**src/rtl/baccarat_pkg.sv**
```systemverilog
// Shared encodings for the baccarat wagering ledger.
//   side_e   : which outcome a bet is placed on
//   result_e : outcome of a finished round
//   state_e  : ledger FSM states
package baccarat_pkg;

   typedef enum logic [1:0] {
      SIDE_NONE   = 2'b00,
      SIDE_PLAYER = 2'b01,
      SIDE_DEALER = 2'b10,
      SIDE_TIE    = 2'b11
   } side_e;

   typedef enum logic [1:0] {
      RES_NONE   = 2'b00,
      RES_PLAYER = 2'b01,
      RES_DEALER = 2'b10,
      RES_TIE    = 2'b11
   } result_e;

   typedef enum logic [1:0] {
      StIdle   = 2'b00,
      StLocked = 2'b01,
      StSettle = 2'b10,
      StBroke  = 2'b11
   } state_e;

endpackage

```
**src/rtl/bet_payout_calc.sv**
```systemverilog
// Combinational round outcome and gross payout for one locked bet.
//   side   : side the bet was placed on (side_e encoding)
//   amount : wager
//   pscore : player final score 0..9
//   dscore : dealer final score 0..9
//   result : round outcome (result_e encoding)
//   payout : amount to credit back, BET_W+5 bits wide
module bet_payout_calc
   import baccarat_pkg::*;
#(
   parameter int unsigned BET_W    = 4,
   parameter int unsigned TIE_MULT = 8
) (
   input  logic [1:0]       side,
   input  logic [BET_W-1:0] amount,
   input  logic [3:0]       pscore,
   input  logic [3:0]       dscore,
   output logic [1:0]       result,
   output logic [BET_W+4:0] payout
);

   localparam int unsigned PAY_W = BET_W + 5;

   logic [PAY_W-1:0] amt_ext;

   always_comb begin
      amt_ext = PAY_W'(amount);

      if (pscore > dscore) begin
         result = RES_PLAYER;
      end else if (dscore > pscore) begin
         result = RES_DEALER;
      end else begin
         result = RES_TIE;
      end

      payout = '0;
      if (result == RES_TIE) begin
         if (side == SIDE_TIE) begin
            payout = PAY_W'((TIE_MULT + 1) * amt_ext);
         end else if (side != SIDE_NONE) begin
            // Player/dealer bets are refunded on a tie.
            payout = amt_ext;
         end
      end else if (side == result) begin
         payout = amt_ext << 1;
      end
   end

endmodule

```
**src/rtl/bet_ledger.sv**
```systemverilog
// Wagering balance for baccarat rounds: accepts one bet per round, locks it,
// and settles it from the final scores when endround rises.
//   slow_clock   : round clock
//   resetb       : synchronous active-low reset
//   bet_valid    : bet request
//   bet_side     : 00 none, 01 player, 10 dealer, 11 tie
//   bet_amount   : wager
//   endround     : round-complete level
//   pscore       : player final score
//   dscore       : dealer final score
//   balance      : current balance
//   bet_locked   : a bet is held for the current round
//   bet_err      : one-cycle pulse, bet rejected
//   payout_valid : one-cycle pulse, settlement done
//   payout       : amount credited at last settlement
//   last_result  : 01 player, 10 dealer, 11 tie, 00 none yet
//   broke        : balance reached 0, ledger frozen until reset
module bet_ledger
   import baccarat_pkg::*;
#(
   parameter int unsigned BAL_W     = 10,
   parameter int unsigned BET_W     = 4,
   parameter int unsigned START_BAL = 100,
   parameter int unsigned TIE_MULT  = 8
) (
   input  logic             slow_clock,
   input  logic             resetb,
   input  logic             bet_valid,
   input  logic [1:0]       bet_side,
   input  logic [BET_W-1:0] bet_amount,
   input  logic             endround,
   input  logic [3:0]       pscore,
   input  logic [3:0]       dscore,
   output logic [BAL_W-1:0] balance,
   output logic             bet_locked,
   output logic             bet_err,
   output logic             payout_valid,
   output logic [BAL_W-1:0] payout,
   output logic [1:0]       last_result,
   output logic             broke
);

   localparam int unsigned PAY_W = BET_W + 5;
   localparam int unsigned SUM_W = ((BAL_W > PAY_W) ? BAL_W : PAY_W) + 1;
   localparam logic [BAL_W-1:0] BAL_MAX   = '1;
   localparam logic [BAL_W-1:0] BAL_START = BAL_W'(START_BAL);

   if (longint'(START_BAL) > ((longint'(1) << BAL_W) - 1)) begin : g_start_bal_check
      $error("bet_ledger: START_BAL does not fit in BAL_W bits");
   end

   state_e           state_q, state_d;
   logic [BAL_W-1:0] balance_q, balance_d;
   logic [BAL_W-1:0] payout_q, payout_d;
   logic [1:0]       side_q, side_d;
   logic [BET_W-1:0] amount_q, amount_d;
   logic [3:0]       pscore_q, pscore_d;
   logic [3:0]       dscore_q, dscore_d;
   logic [1:0]       last_result_q, last_result_d;
   logic             bet_err_q, bet_err_d;
   logic             payout_valid_q, payout_valid_d;
   logic             endround_q;

   logic             settle_ev;
   logic             bet_ok;
   logic [3:0]       calc_p, calc_d;
   logic [1:0]       calc_result;
   logic [PAY_W-1:0] calc_payout;
   logic [SUM_W-1:0] sum;
   logic [BAL_W-1:0] new_bal;

   // In SETTLE the scores captured at the settle edge are used; otherwise
   // the live scores give the outcome for an unbetted round.
   assign calc_p = (state_q == StSettle) ? pscore_q : pscore;
   assign calc_d = (state_q == StSettle) ? dscore_q : dscore;

   bet_payout_calc #(
      .BET_W    (BET_W),
      .TIE_MULT (TIE_MULT)
   ) u_payout (
      .side   (side_q),
      .amount (amount_q),
      .pscore (calc_p),
      .dscore (calc_d),
      .result (calc_result),
      .payout (calc_payout)
   );

   assign settle_ev = endround & ~endround_q;
   assign bet_ok    = bet_valid && (bet_side != SIDE_NONE) && (bet_amount != '0) &&
                      (SUM_W'(bet_amount) <= SUM_W'(balance_q));

   // Saturating credit; payout reports only what actually landed.
   assign sum     = SUM_W'(balance_q) + SUM_W'(calc_payout);
   assign new_bal = (sum > SUM_W'(BAL_MAX)) ? BAL_MAX : sum[BAL_W-1:0];

   always_comb begin
      state_d        = state_q;
      balance_d      = balance_q;
      payout_d       = payout_q;
      side_d         = side_q;
      amount_d       = amount_q;
      pscore_d       = pscore_q;
      dscore_d       = dscore_q;
      last_result_d  = last_result_q;
      bet_err_d      = 1'b0;
      payout_valid_d = 1'b0;

      case (state_q)
         StIdle: begin
            if (bet_ok) begin
               // A settle on the same edge belongs to the previous round.
               balance_d = balance_q - BAL_W'(bet_amount);
               side_d    = bet_side;
               amount_d  = bet_amount;
               state_d   = StLocked;
            end else begin
               bet_err_d = bet_valid;
               if (settle_ev) begin
                  last_result_d  = calc_result;
                  payout_d       = '0;
                  payout_valid_d = 1'b1;
               end
            end
         end
         StLocked: begin
            if (settle_ev) begin
               pscore_d = pscore;
               dscore_d = dscore;
               state_d  = StSettle;
            end
         end
         StSettle: begin
            balance_d      = new_bal;
            payout_d       = new_bal - balance_q;
            payout_valid_d = 1'b1;
            last_result_d  = calc_result;
            state_d        = (new_bal == '0) ? StBroke : StIdle;
         end
         StBroke: begin
            bet_err_d = bet_valid;
            if (settle_ev) begin
               last_result_d = calc_result;
            end
         end
         default: state_d = StIdle;
      endcase
   end

   always_ff @(posedge slow_clock) begin
      if (!resetb) begin
         state_q        <= StIdle;
         balance_q      <= BAL_START;
         payout_q       <= '0;
         side_q         <= SIDE_NONE;
         amount_q       <= '0;
         pscore_q       <= '0;
         dscore_q       <= '0;
         last_result_q  <= RES_NONE;
         bet_err_q      <= 1'b0;
         payout_valid_q <= 1'b0;
         endround_q     <= 1'b0;
      end else begin
         state_q        <= state_d;
         balance_q      <= balance_d;
         payout_q       <= payout_d;
         side_q         <= side_d;
         amount_q       <= amount_d;
         pscore_q       <= pscore_d;
         dscore_q       <= dscore_d;
         last_result_q  <= last_result_d;
         bet_err_q      <= bet_err_d;
         payout_valid_q <= payout_valid_d;
         endround_q     <= endround;
      end
   end

   assign balance      = balance_q;
   assign bet_locked   = (state_q == StLocked) || (state_q == StSettle);
   assign bet_err      = bet_err_q;
   assign payout_valid = payout_valid_q;
   assign payout       = payout_q;
   assign last_result  = last_result_q;
   assign broke        = (state_q == StBroke);

endmodule

```
**config.mk**
```make
export PLATFORM = sky130hd
export DESIGN_NAME = bet_ledger
export DESIGN_NICKNAME = d
export VERILOG_FILES = /design/src/rtl/baccarat_pkg.sv /design/src/rtl/bet_payout_calc.sv /design/src/rtl/bet_ledger.sv
export SDC_FILE = /design/constraint.sdc
export NUM_CORES = 1
export LEC_CHECK = 0
export CAP_MARGIN = 20
export CORE_MARGIN = 4
export CORE_UTILIZATION = 50
export DETAILED_ROUTE_END_ITERATION = 16
export PLACE_DENSITY = 0.86
export SETUP_SLACK_MARGIN = 0.4
export SLEW_MARGIN = 5
export SYNTH_ARGS = -nofsm -noshare
export SYNTH_HDL_FRONTEND = slang
export SYNTH_SLANG_ARGS = --single-unit
```
**constraint.sdc**
```tcl
create_clock -name slow_clock -period 13 [get_ports slow_clock]
set_clock_uncertainty 0.05 [all_clocks]
set_input_delay 2.6 -clock slow_clock [delete_from_list [all_inputs] [get_ports slow_clock]]
set_output_delay 2.6 -clock slow_clock [all_outputs]
set_load 0.02 [all_outputs]
```
==> reports/metrics.cfg <==
[outcome]
run_status=completed

[timing]
hold_viol_final=0
period_share_pct=60.1
worst_pin_slew_ns=0.987
finalSetupTns_ns=0
period_needed_ns=7.81
rsz0062_at_grt=false
slew_viol_final=0
setup_violations=0
slew_headroom_pct=34.1
fmax_ghz=0.128

[routing]
wl_per_cell_um=17.0
drc=0
drt-initial-drc-count=256
vias=3186
drt_first_pass_iters=5
ant_nets=0
routed_wl_um=8830
vias_per_cell=6.14

[floorplan]
initial_core_util_pct=51.2
die_area_um2=7860
die_h_um=88.6
ios=44
row_count=29
core_um2=6350
dieWidth_um=88.6

[critical_path]
crit_path_start_kind=input port
critPathCaptureType=register
worst-path-max-fanout=12
worstPathRequired_ns=13.18
reg2reg_depth=24
crit_arrival_ns=7.99
path_class=input port to register

[logic_synthesis]
synth_fp_nets=460
synth_area_um2=3250
synth_flop_cell=dfxtp_1
ys.warnings.count=0
synth-edff-count=0
synth-async-reset-ratio_pct=0
synthCells=409
synth_area_per_cell_um2=7.95
synth.ff_latch_count=41
synth.distinct_cells=56
yosysSeqAreaShare_pct=25.2

[cts]
post_cts_buffers=0
cts_buffer_depth=2
cts_tree=done
clk_pin_slew_worst_paths_ns=0.09
clock_latency_ns=0.30
ctsHoldBuffers=0
cts_resized=0
cts_htree_levels=2
cts_num_sinks=41
numCtsBuffers=5
cts_root_buf=clkbuf_8

[power]
p_per_area_nw_per_um2=109
finalPower_w=0.000421
p_leak_nw=1.57
ir_worst_vdd_v=0.0000654

[grt]
grt-ovfl-total=0
grt_pass1_vias=3085
grt_max_degree=36
grt_util_all_layers_pct=23.0
antenna_found_initial=0
grt_pass1_wl_um=14400

[worst_hold_path]
hold_depth=2
hp-class=register to register

[place]
dpl.hpwl_um=6640
gp_congestion=0.970
portBuffers=43

[cells_and_area]
regArea_um2=821
mostFrequentLayoutCells=clkdlybuf4s50_1 (43), a21oi_1 (41), dfxtp_1 (41)
multi_input_area_um2=2280
area_growth_pct=18.4
fillCellCount=577
layout_commonest_cell=clkdlybuf4s50_1
num_antenna_cells=0
drive_gt1_share_pct=5.43
final_nets=492

[run]
maxCapViolCount=0

[cell usage after synthesis (all sizes together) (5+ instances only)]
master	count	share of area [%]
nand2	31	3.6
inv	17	2.0
a21o	11	2.6
xnor2	7	1.9
nor2b	10	1.9
nor3	7	1.2
ha	30	12
buf	7	1.0
a21oi	41	6.3
o21ai	24	3.8
o21a	7	1.6
mux2	5	1.7
dfxtp	41	25
nor2	37	4.3
mux2i	13	4.0
clkbuf	13	1.5
o21bai	5	1.2
xor2	11	3.0
nand4	5	0.96
nand3	27	4.2
a32o	8	2.5
[flip-flops by register name, summed over array words and instances, names as in the netlist]
name / count
amount_q: 4
balance: 10
bet_err: 1
dscore_q: 4
endround_q: 1
last_result: 2
payout: 10
payout_valid: 1
pscore_q: 4
side_q: 2
state_q: 2
[path summary, 6_finish.rpt]
path	startpoint	to	slack [ns]
max	dscore[1]	payout[8]	5.19
min	dscore_q[2]	dscore_q[2]	0.41
max reg2reg	state_q[0]	payout[8]	6.85
min reg2reg	dscore_q[2]	dscore_q[2]	0.41
[logic make-up (layout without fill, tap and decap cells)]
group | after synthesis | count (layout) | synth area share [%]
simple gates | 135 | 135 | 19.9
xor+xnor | 18 | 18 | 4.85
compound gates | 127 | 127 | 26.4
buf+inv | 37 | 70 | 4.50
mux | 18 | 18 | 5.73
flops | 41 | 41 | 25.2
fa+ha+maj | 33 | 33 | 13.4
[critical path, cell delays in order]
cell             delay (ns)
clkdlybuf4s50_1        0.42
mux2_2                 0.26
ha_1                   0.30
nor2b_1                0.13
o21ai_0                0.18
nand2b_1               0.11
o2111a_1               0.30
a22o_1                 0.25
a32o_1                 0.24
fa_1                   0.45
a211oi_1               0.31
or3_4                  0.21
nand2_1                0.06
nand3_1                0.31
nand2_1                0.12
fa_1                   0.41
a21o_1                 0.19
a21o_1                 0.20
a2111oi_0              0.40
o21bai_1               0.12
xor2_1                 0.17
nand3_1                0.09
a21oi_1                0.15
[area by class of cell]
class / instances / area share (%)
clock buffer: 5 / 1.79
clock inverter: 3 / 1.79
inverter: 17 / 1.66
multi-input combinational: 331 / 59.4
sequential: 41 / 21.3
tap: 77 / 2.50
timing repair buffer: 45 / 11.6
[per-layer routing]
metal | vias up | part of all wire, % | wire length [um] | track usage, %
met2 | 124 | 49 | 4280 | 40.1
met3 | 19 | 5.8 | 511 | 3.45
met4 | 0 | 2.0 | 174 | 6.59
met1 | 1486 | 44 | 3860 | 29.2
met5 | - | 0 | 0 | 0
li1 | 1557 | - | - | -
[stage by stage]
step                instances  instance area (um^2)  setup slack (ns)  utilization [%]  hold slack, ns
finish                    519                  3850              5.19             60.6           0.408
global route              519                  3850              4.83             60.6           0.433
CTS                       519                  3850              5.21             60.6           0.408
detailed placement        511                  3710              4.95             58.4           0.395
global placement          511                  3710              5.07             58.4           0.389
floorplan                 409                  3250              5.75                -           0.383
[power breakdown]
| part | internal, W | leakage [nW] | switching, W |
|---|---|---|---|
| combinational | 0.0000653 | 1.17 | 0.0000849 |
| sequential | 0.000132 | 0.333 | 0.00000967 |
| clock | 0.0000774 | 0.0687 | 0.0000512 |
No activity file was read; power rests on OpenSTA's default activity.
